File: config.mk
export PLATFORM = sky130hd
export DESIGN_NAME = haar_cascade_engine
export DESIGN_NICKNAME = d
export VERILOG_FILES = /design/src/rtl/haar_cascade_engine.sv
export SDC_FILE = /design/constraint.sdc
export NUM_CORES = 1
export LEC_CHECK = 0
export ABC_AREA = 0
export CAP_MARGIN = 0
export CORE_ASPECT_RATIO = 1.1
export CORE_MARGIN = 3
export CORE_UTILIZATION = 58
export DETAILED_ROUTE_END_ITERATION = 12
export HOLD_SLACK_MARGIN = 0.05
export PLACE_DENSITY = 0.81
export SLEW_MARGIN = 20
export SYNTH_ARGS = -nofsm -noshare
export SYNTH_HDL_FRONTEND = slang
export SYNTH_SLANG_ARGS = --single-unit
File: constraint.sdc
create_clock -name CLK -period 8.2 [get_ports CLK]
set_input_delay 1.64 -clock CLK [delete_from_list [all_inputs] [get_ports CLK]]
set_output_delay 1.64 -clock CLK [all_outputs]
set_load 0.03 [all_outputs]
File: src/rtl/haar_cascade_engine.sv
// Sequential Haar cascade evaluator for one detection window: walks stage/feature
// ROMs, sums weighted rectangles from an integral image, exits on the first failing stage.
module haar_cascade_engine #(
  parameter int unsigned WIN_W      = 20,
  parameter int unsigned WIN_H      = 20,
  parameter int unsigned DATA_W     = 32,
  parameter int unsigned NUM_STAGES = 22,
  parameter int unsigned MAX_RECTS  = 3,
  parameter int unsigned FEAT_AW    = 12,
  parameter int unsigned CNT_W      = 8,
  parameter int unsigned WGT_W      = 4,
  parameter int unsigned VAL_W      = 24,
  parameter int unsigned ACC_W      = 40
) (
  input  logic                                   CLK,
  input  logic                                   RESET_N,
  input  logic                                   START,
  output logic                                   BUSY,
  output logic                                   DONE,
  output logic                                   IS_FACE,
  output logic [$clog2(NUM_STAGES+1)-1:0]        STAGE_REACHED,
  output logic [$clog2(WIN_W*WIN_H)-1:0]         WIN_ADDR,
  input  logic [DATA_W-1:0]                      WIN_RDATA,
  output logic [$clog2(NUM_STAGES+1)-1:0]        STAGE_ADDR,
  input  logic [CNT_W+VAL_W-1:0]                 STAGE_RDATA,
  output logic [FEAT_AW-1:0]                     FEAT_ADDR,
  input  logic [MAX_RECTS*(4*$clog2(((WIN_W > WIN_H) ? WIN_W : WIN_H)+1)+WGT_W)+3*VAL_W-1:0] FEAT_RDATA
);

  localparam int unsigned CW  = $clog2(((WIN_W > WIN_H) ? WIN_W : WIN_H) + 1);
  localparam int unsigned SW  = $clog2(NUM_STAGES + 1);
  localparam int unsigned WA  = $clog2(WIN_W * WIN_H);
  localparam int unsigned RW  = 4 * CW + WGT_W;
  localparam int unsigned FW  = MAX_RECTS * RW + 3 * VAL_W;
  localparam int unsigned RSW = DATA_W + 2;
  localparam int unsigned PW  = DATA_W + 2 + WGT_W;
  localparam int unsigned RIW = $clog2(MAX_RECTS + 1);

  typedef enum logic [3:0] {
    IDLE, S_FETCH, S_WAIT, F_CHECK, F_FETCH, F_WAIT, R_SEL, CORNER, F_EVAL, S_EVAL, FIN
  } state_e;

  state_e                   state_q, state_d;
  logic                     busy_q, busy_d, done_q, done_d, is_face_q, is_face_d;
  logic [SW-1:0]            stage_reached_q, stage_reached_d;
  logic [WA-1:0]            win_addr_q, win_addr_d;
  logic [SW-1:0]            stage_addr_q, stage_addr_d, stage_idx_q, stage_idx_d;
  logic [FEAT_AW-1:0]       feat_addr_q, feat_addr_d, feat_ptr_q, feat_ptr_d;
  logic [CNT_W-1:0]         feat_cnt_q, feat_cnt_d, feat_num_q, feat_num_d;
  logic signed [VAL_W-1:0]  stage_thr_q, stage_thr_d;
  logic [FW-1:0]            feat_q, feat_d;
  logic [RIW-1:0]           rect_idx_q, rect_idx_d;
  logic [2:0]               corner_q, corner_d;
  logic [CW-1:0]            x2_q, x2_d, y2_q, y2_d, x0_q, x0_d, y0_q, y0_d;
  logic                     has_x0_q, has_x0_d, has_y0_q, has_y0_d;
  logic signed [WGT_W-1:0]  wgt_q, wgt_d;
  logic signed [RSW-1:0]    rsum_q, rsum_d;
  logic signed [ACC_W-1:0]  feat_val_q, feat_val_d, stage_sum_q, stage_sum_d;

  logic [RW-1:0]            cur_rect;
  logic [CW-1:0]            cx, cy, cw, ch;
  logic [WGT_W-1:0]         cwgt;
  logic signed [VAL_W-1:0]  feat_thr, left_val, right_val;
  logic signed [RSW-1:0]    rd, rsum_fin;
  logic signed [PW-1:0]     prod;

  function automatic logic [WA-1:0] lin(input logic [CW-1:0] x, input logic [CW-1:0] y);
    int unsigned t;
    t = 32'(y) * WIN_W + 32'(x);
    return WA'(t);
  endfunction

  // Decode the latched feature record and the rect currently selected
  always_comb begin
    cur_rect = '0;
    for (int i = 0; i < MAX_RECTS; i++) begin
      if (RIW'(i) == rect_idx_q) cur_rect = feat_q[i*RW +: RW];
    end
    cx        = cur_rect[0 +: CW];
    cy        = cur_rect[CW +: CW];
    cw        = cur_rect[2*CW +: CW];
    ch        = cur_rect[3*CW +: CW];
    cwgt      = cur_rect[4*CW +: WGT_W];
    feat_thr  = feat_q[MAX_RECTS*RW +: VAL_W];
    left_val  = feat_q[MAX_RECTS*RW+VAL_W +: VAL_W];
    right_val = feat_q[MAX_RECTS*RW+2*VAL_W +: VAL_W];
    rd        = {2'b00, WIN_RDATA};
  end

  always_comb begin
    state_d         = state_q;
    busy_d          = busy_q;
    done_d          = 1'b0;
    is_face_d       = is_face_q;
    stage_reached_d = stage_reached_q;
    win_addr_d      = win_addr_q;
    stage_addr_d    = stage_addr_q;
    stage_idx_d     = stage_idx_q;
    feat_addr_d     = feat_addr_q;
    feat_ptr_d      = feat_ptr_q;
    feat_cnt_d      = feat_cnt_q;
    feat_num_d      = feat_num_q;
    stage_thr_d     = stage_thr_q;
    feat_d          = feat_q;
    rect_idx_d      = rect_idx_q;
    corner_d        = corner_q;
    x2_d            = x2_q;
    y2_d            = y2_q;
    x0_d            = x0_q;
    y0_d            = y0_q;
    has_x0_d        = has_x0_q;
    has_y0_d        = has_y0_q;
    wgt_d           = wgt_q;
    rsum_d          = rsum_q;
    feat_val_d      = feat_val_q;
    stage_sum_d     = stage_sum_q;
    rsum_fin        = rsum_q;
    prod            = '0;
    case (state_q)
      IDLE: if (START) begin
        state_d         = S_FETCH;
        is_face_d       = 1'b0;
        stage_reached_d = '0;
        stage_idx_d     = '0;
        stage_addr_d    = '0;
        feat_ptr_d      = '0;
      end
      S_FETCH: begin
        stage_sum_d = '0;
        feat_cnt_d  = '0;
        state_d     = S_WAIT;
      end
      S_WAIT: begin
        feat_num_d  = STAGE_RDATA[0 +: CNT_W];
        stage_thr_d = STAGE_RDATA[CNT_W +: VAL_W];
        state_d     = F_CHECK;
      end
      F_CHECK: begin
        if (feat_cnt_q < feat_num_q) begin
          feat_cnt_d  = feat_cnt_q + CNT_W'(1);
          feat_addr_d = feat_ptr_q;
          feat_ptr_d  = feat_ptr_q + FEAT_AW'(1);
          state_d     = F_FETCH;
        end else begin
          state_d = S_EVAL;
        end
      end
      F_FETCH: begin
        feat_val_d = '0;
        rect_idx_d = '0;
        state_d    = F_WAIT;
      end
      F_WAIT: begin
        feat_d  = FEAT_RDATA;
        state_d = R_SEL;
      end
      // Zero-weight or empty rects are skipped without touching the window buffer
      R_SEL: begin
        if (rect_idx_q == RIW'(MAX_RECTS)) begin
          state_d = F_EVAL;
        end else if (cwgt != '0 && cw != '0 && ch != '0) begin
          x2_d       = cx + cw - CW'(1);
          y2_d       = cy + ch - CW'(1);
          x0_d       = cx - CW'(1);
          y0_d       = cy - CW'(1);
          has_x0_d   = (cx != '0);
          has_y0_d   = (cy != '0);
          wgt_d      = cwgt;
          corner_d   = '0;
          win_addr_d = lin(cx + cw - CW'(1), cy + ch - CW'(1));
          state_d    = CORNER;
        end else begin
          rect_idx_d = rect_idx_q + RIW'(1);
        end
      end
      // Cycle c issues corner c+1 and accumulates corner c-1; missing corners hold the address
      CORNER: begin
        corner_d = corner_q + 3'd1;
        case (corner_q)
          3'd0: if (has_x0_q) win_addr_d = lin(x0_q, y2_q);
          3'd1: if (has_y0_q) win_addr_d = lin(x2_q, y0_q);
          3'd2: if (has_x0_q && has_y0_q) win_addr_d = lin(x0_q, y0_q);
          default: ;
        endcase
        case (corner_q)
          3'd1: rsum_d = rd;
          3'd2: if (has_x0_q) rsum_d = rsum_q - rd;
          3'd3: if (has_y0_q) rsum_d = rsum_q - rd;
          3'd4: begin
            if (has_x0_q && has_y0_q) rsum_fin = rsum_q + rd;
            prod       = rsum_fin * wgt_q;
            feat_val_d = feat_val_q + ACC_W'(prod);
            rect_idx_d = rect_idx_q + RIW'(1);
            state_d    = R_SEL;
          end
          default: ;
        endcase
      end
      F_EVAL: begin
        if (feat_val_q > ACC_W'(feat_thr)) stage_sum_d = stage_sum_q + ACC_W'(right_val);
        else                               stage_sum_d = stage_sum_q + ACC_W'(left_val);
        state_d = F_CHECK;
      end
      S_EVAL: begin
        stage_reached_d = stage_idx_q;
        if (stage_sum_q < ACC_W'(stage_thr_q)) begin
          is_face_d = 1'b0;
          state_d   = FIN;
        end else if (stage_idx_q == SW'(NUM_STAGES - 1)) begin
          is_face_d = 1'b1;
          state_d   = FIN;
        end else begin
          stage_idx_d  = stage_idx_q + SW'(1);
          stage_addr_d = stage_idx_q + SW'(1);
          state_d      = S_FETCH;
        end
      end
      FIN:     state_d = IDLE;
      default: state_d = IDLE;
    endcase
    busy_d = (state_d != IDLE) && (state_d != FIN);
    done_d = (state_d == FIN);
  end

  always_ff @(posedge CLK or negedge RESET_N) begin
    if (!RESET_N) begin
      state_q         <= IDLE;
      busy_q          <= 1'b0;
      done_q          <= 1'b0;
      is_face_q       <= 1'b0;
      stage_reached_q <= '0;
      win_addr_q      <= '0;
      stage_addr_q    <= '0;
      stage_idx_q     <= '0;
      feat_addr_q     <= '0;
      feat_ptr_q      <= '0;
      feat_cnt_q      <= '0;
      feat_num_q      <= '0;
      stage_thr_q     <= '0;
      feat_q          <= '0;
      rect_idx_q      <= '0;
      corner_q        <= '0;
      x2_q            <= '0;
      y2_q            <= '0;
      x0_q            <= '0;
      y0_q            <= '0;
      has_x0_q        <= 1'b0;
      has_y0_q        <= 1'b0;
      wgt_q           <= '0;
      rsum_q          <= '0;
      feat_val_q      <= '0;
      stage_sum_q     <= '0;
    end else begin
      state_q         <= state_d;
      busy_q          <= busy_d;
      done_q          <= done_d;
      is_face_q       <= is_face_d;
      stage_reached_q <= stage_reached_d;
      win_addr_q      <= win_addr_d;
      stage_addr_q    <= stage_addr_d;
      stage_idx_q     <= stage_idx_d;
      feat_addr_q     <= feat_addr_d;
      feat_ptr_q      <= feat_ptr_d;
      feat_cnt_q      <= feat_cnt_d;
      feat_num_q      <= feat_num_d;
      stage_thr_q     <= stage_thr_d;
      feat_q          <= feat_d;
      rect_idx_q      <= rect_idx_d;
      corner_q        <= corner_d;
      x2_q            <= x2_d;
      y2_q            <= y2_d;
      x0_q            <= x0_d;
      y0_q            <= y0_d;
      has_x0_q        <= has_x0_d;
      has_y0_q        <= has_y0_d;
      wgt_q           <= wgt_d;
      rsum_q          <= rsum_d;
      feat_val_q      <= feat_val_d;
      stage_sum_q     <= stage_sum_d;
    end
  end

  assign BUSY          = busy_q;
  assign DONE          = done_q;
  assign IS_FACE       = is_face_q;
  assign STAGE_REACHED = stage_reached_q;
  assign WIN_ADDR      = win_addr_q;
  assign STAGE_ADDR    = stage_addr_q;
  assign FEAT_ADDR     = feat_addr_q;

endmodule

==> impl_metrics.csv, run 1 <==
group,metric,value,unit
die,initial_core_util,0.589,
die,io_pins,245,
logic_synthesis,synth_cell_types,94,
sta,clock_skew,0.0308,ns
logic_synthesis,netlist_area,31000,um^2
logic_synthesis,yosysTopAreaCell,"dfrtp_1",
cells_and_area,nets,4469,
die,fp.dieW,226,um
logic_synthesis,seq_area_frac_synth,0.306,
place,hpwl,62.2,mm
min_path,hold_path.class,"reg2reg",
drt,ant_nets,0,
logic_synthesis,ys_seq_elements,379,
place,port_buffers,244,
logic_synthesis,synth_edf_count,0,
drt,drt_iter0_markers,1697,
worst_setup_path,cp.arrival,8.50,ns
global_routing,grt_overflow_total,0,
logic_synthesis,synth_nets,4121,
global_routing,antenna_found_initial,2,
logic_synthesis,avgSynthCellArea,8.94,um^2
worst_setup_path,critPathTopFamily,"compound AO/OA/AOI/OAI gates",
logic_synthesis,synth_flop_cell,"dfrtp_1",
logic_synthesis,netlist_instances,3465,
clock_tree,cts_root_buffer,"clkbuf_16",
logic_synthesis,netlist.area_leader.share,0.306,
cells_and_area,areaGrowthSynthToFinish,20.3,%
sta,period_share,0.983,
drt,routed_wl,84.3,mm
global_routing,grt_usage,0.293,
logic_synthesis,synthArstFlopShare,1.00,
logic_synthesis,synthTopCellsByArea,"dfrtp_1 31%, ha_1 13%, fa_1 7.7%",
place,dpl.cell_count,4440,
place,place_area,35200,um^2
cells_and_area,drive_gt1_frac,0.146,
cells_and_area,fill_cells,3881,
die,dieArea,56200,um^2
sta,fmax,124,MHz
die,rows,88,
sta,slew_viol_final,0,
clock_tree,cts_buffers,43,
worst_setup_path,required,8.64,ns
place,routabilityCongestion,0.927,
status,status,"finished, final reports clean",
worst_setup_path,cp-end-kind,"register",
clock_tree,cts.hold.buffers_added,0,
cells_and_area,postLayoutCellArea,37300,um^2
clock_tree,worst_setup_hold_path_clk_slew,0.06,ns
worst_setup_path,crit_start,"WIN_RDATA[4]",
sta,hold_viol_final,0,
clock_tree,clk_path_buf_depth,3,
clock_tree,clkLatencyLatePin,0.60,ns
sta,holdWs,0.488,ns
cells_and_area,finalNonFillerCells,4523,
worst_setup_path,critical-path-max-stage-delay,0.55,ns
place,place_ws,-0.628,ns
global_routing,grt_pass1_vias,26300,
worst_setup_path,r2r_start,"rsum_q[0]$_DFFE_PN0P_",
min_path,hp-start,"FEAT_ADDR[2]$_DFFE_PN0P_",
drt,routed_via_density,5.82,
global_routing,grt_max_degree,180,
global_routing,grt_pass1_wl,133,mm
sta,setup_ws,0.141,ns
drt,dr.pass1.iters,6,
cells_and_area,layout_commonest_cell,"dfrtp_1",
drt,drc,0,
sta,worst_pin_slew,1.09,ns
worst_setup_path,slowest_stage,"fa_1",
logic_synthesis,yosysWarnings,0,
drt,wl_per_cell,18.6,um
clock_tree,cts-htree-levels,2,
clock_tree,cts_tree,"done",
worst_setup_path,crit_buf_inv,7,
worst_setup_path,worstSetupPathType,"in2reg",
run,maxCapViolations,0,
sta,fin_crit,8.06,ns
sta,rsz0062_at_grt,"yes",
sta,setup_viol,0,
die,die_h,248,um
cells_and_area,final_cell_mix,"379 x dfrtp_1, 376 x nand2_1, 359 x inv_1",
worst_setup_path,critPathLaunchType,"primary input",
sta,relSlewSlack,0.269,
worst_setup_path,crit_fanout,5,
die,core,52600,um^2
drt,vias,26300,
clock_tree,numClockSinks,379,
[worst reg2reg max path: cells and delay by family (launching register included)]
kind | cells | cell delay (ns)
AOI/OAI and AO/OA | 15 | 2.76
DFF | 1 | 0.39
adders and majority gates | 6 | 2.53
buffers and inverters | 3 | 0.26
and+or+nand+nor | 3 | 0.48
xor gates and xnor gates | 2 | 0.42
[Yosys cell counts, drive strengths merged, types with 12 or more instances]
library cell    n
xnor2          97
and3           20
o31ai          13
nand3          60
nor2          223
nor3           34
or3            18
nor2b          29
xor2           49
o21bai         29
ha            326
mux2i          25
nand4          32
dfrtp         379
o211ai         18
and2           48
o21ai         280
clkbuf        115
a21o           91
fa            119
mux2          164
a211oi         32
a31oi          26
a21oi         251
nand2b         38
a22o           12
buf            26
inv           363
o21a           17
nand2         378
[routing by layer]
metal | vias up | wire (um) | track usage
li1 | 12600 | - | -
met1 | 12700 | 33000 | 0.343
met2 | 808 | 42700 | 0.524
met3 | 246 | 4510 | 0.0488
met4 | 2 | 4090 | 0.137
met5 | - | 9 | 0
[layout make-up]
class,instances,area [um^2],share of cell area
clock inverter,29,348,0.00933
clock buffer,50,1160,0.0312
sequential,379,9480,0.255
tap,675,845,0.0227
inverter,365,1370,0.0368
timing repair buffer,444,3960,0.106
antenna,1,2.50,0.0000672
multi-input combinational,2580,20100,0.539
[cell families (layout without fill, tap and decap cells)]
logic type | after synthesis | in the layout | share of synthesized area
buffers and inverters | 506 | 888 | 0.0619
muxes | 189 | 189 | 0.0677
other | 0 | 1 | 0
DFF | 379 | 379 | 0.306
xor gates and xnor gates | 146 | 146 | 0.0413
AOI/OAI and AO/OA | 871 | 871 | 0.176
adders and majority gates | 445 | 445 | 0.209
and+or+nand+nor | 929 | 929 | 0.138
[timing repair]
| item | 4_1_cts | 5_1_grt |
|---|---|---|
| resized for setup | 2 | 82 |
| setup endpoints to repair | 2 | 16 |
| pin swaps | 0 | 47 |
| buffers inserted | 0 | 4 |
| endpoints found under the hold margin | 0 | 0 |
[stage by stage]
stage          utilization  TNS [ns]
2_1_floorplan            -         0
3_3_place_gp         0.670     -5.49
3_5_place_dp         0.670     -7.92
4_1_cts              0.698         0
5_1_grt              0.708     -1.02
6_report             0.708         0
[state kept, by name (all words and copies together), names as in the netlist, 2 cells and up]
signal         flops
state_q            4
y2_q               5
STAGE_REACHED      5
rsum_q            34
stage_thr_q       24
stage_idx_q        5
rect_idx_q         2
WIN_ADDR           9
y0_q               5
feat_q           144
feat_val_q        40
feat_cnt_q         8
x0_q               5
x2_q               5
feat_ptr_q        12
stage_sum_q       40
FEAT_ADDR         12
feat_num_q         8
wgt_q              4
corner_q           3
[path summary, 6_finish.rpt]
kind,end,slack (ns),cells past startpoint
min reg2reg,FEAT_ADDR[2]$_DFFE_PN0P_,0.49,2
max in group asynchronous,feat_num_q[5]$_DFFE_PN0N_,5.69,2
min in group asynchronous,feat_q[88]$_DFFE_PN0P_,1.00,1
min,FEAT_ADDR[2]$_DFFE_PN0P_,0.49,2
max reg2reg,feat_val_q[30]$_DFFE_PN0P_,1.25,29
max,feat_val_q[30]$_DFFE_PN0P_,0.14,31
Power of run 1 is not shown: default switching activity piles up to over one toggle a cycle in this logic, so the estimate is an artifact.
==> run 2, diff against run 1 <==
--- a/config.mk
+++ b/config.mk
@@ -7,5 +7,5 @@
 export LEC_CHECK = 0
 export ABC_AREA = 0
-export CAP_MARGIN = 0
+export CAP_MARGIN = 10
 export CORE_ASPECT_RATIO = 1.1
 export CORE_MARGIN = 3
==> constraint.sdc (replaced) <==
create_clock -name CLK -period 8.2 [get_ports CLK]
set_input_delay 1.64 -clock CLK [delete_from_list [all_inputs] [get_ports CLK]]
set_output_delay 1.64 -clock CLK [all_outputs]
set_load 0.005 [all_outputs]
==> results of run 2 <==
No change in the layout: final DEF, timing and power equal those of run 1.
Power of run 2 is left out for the same reason.
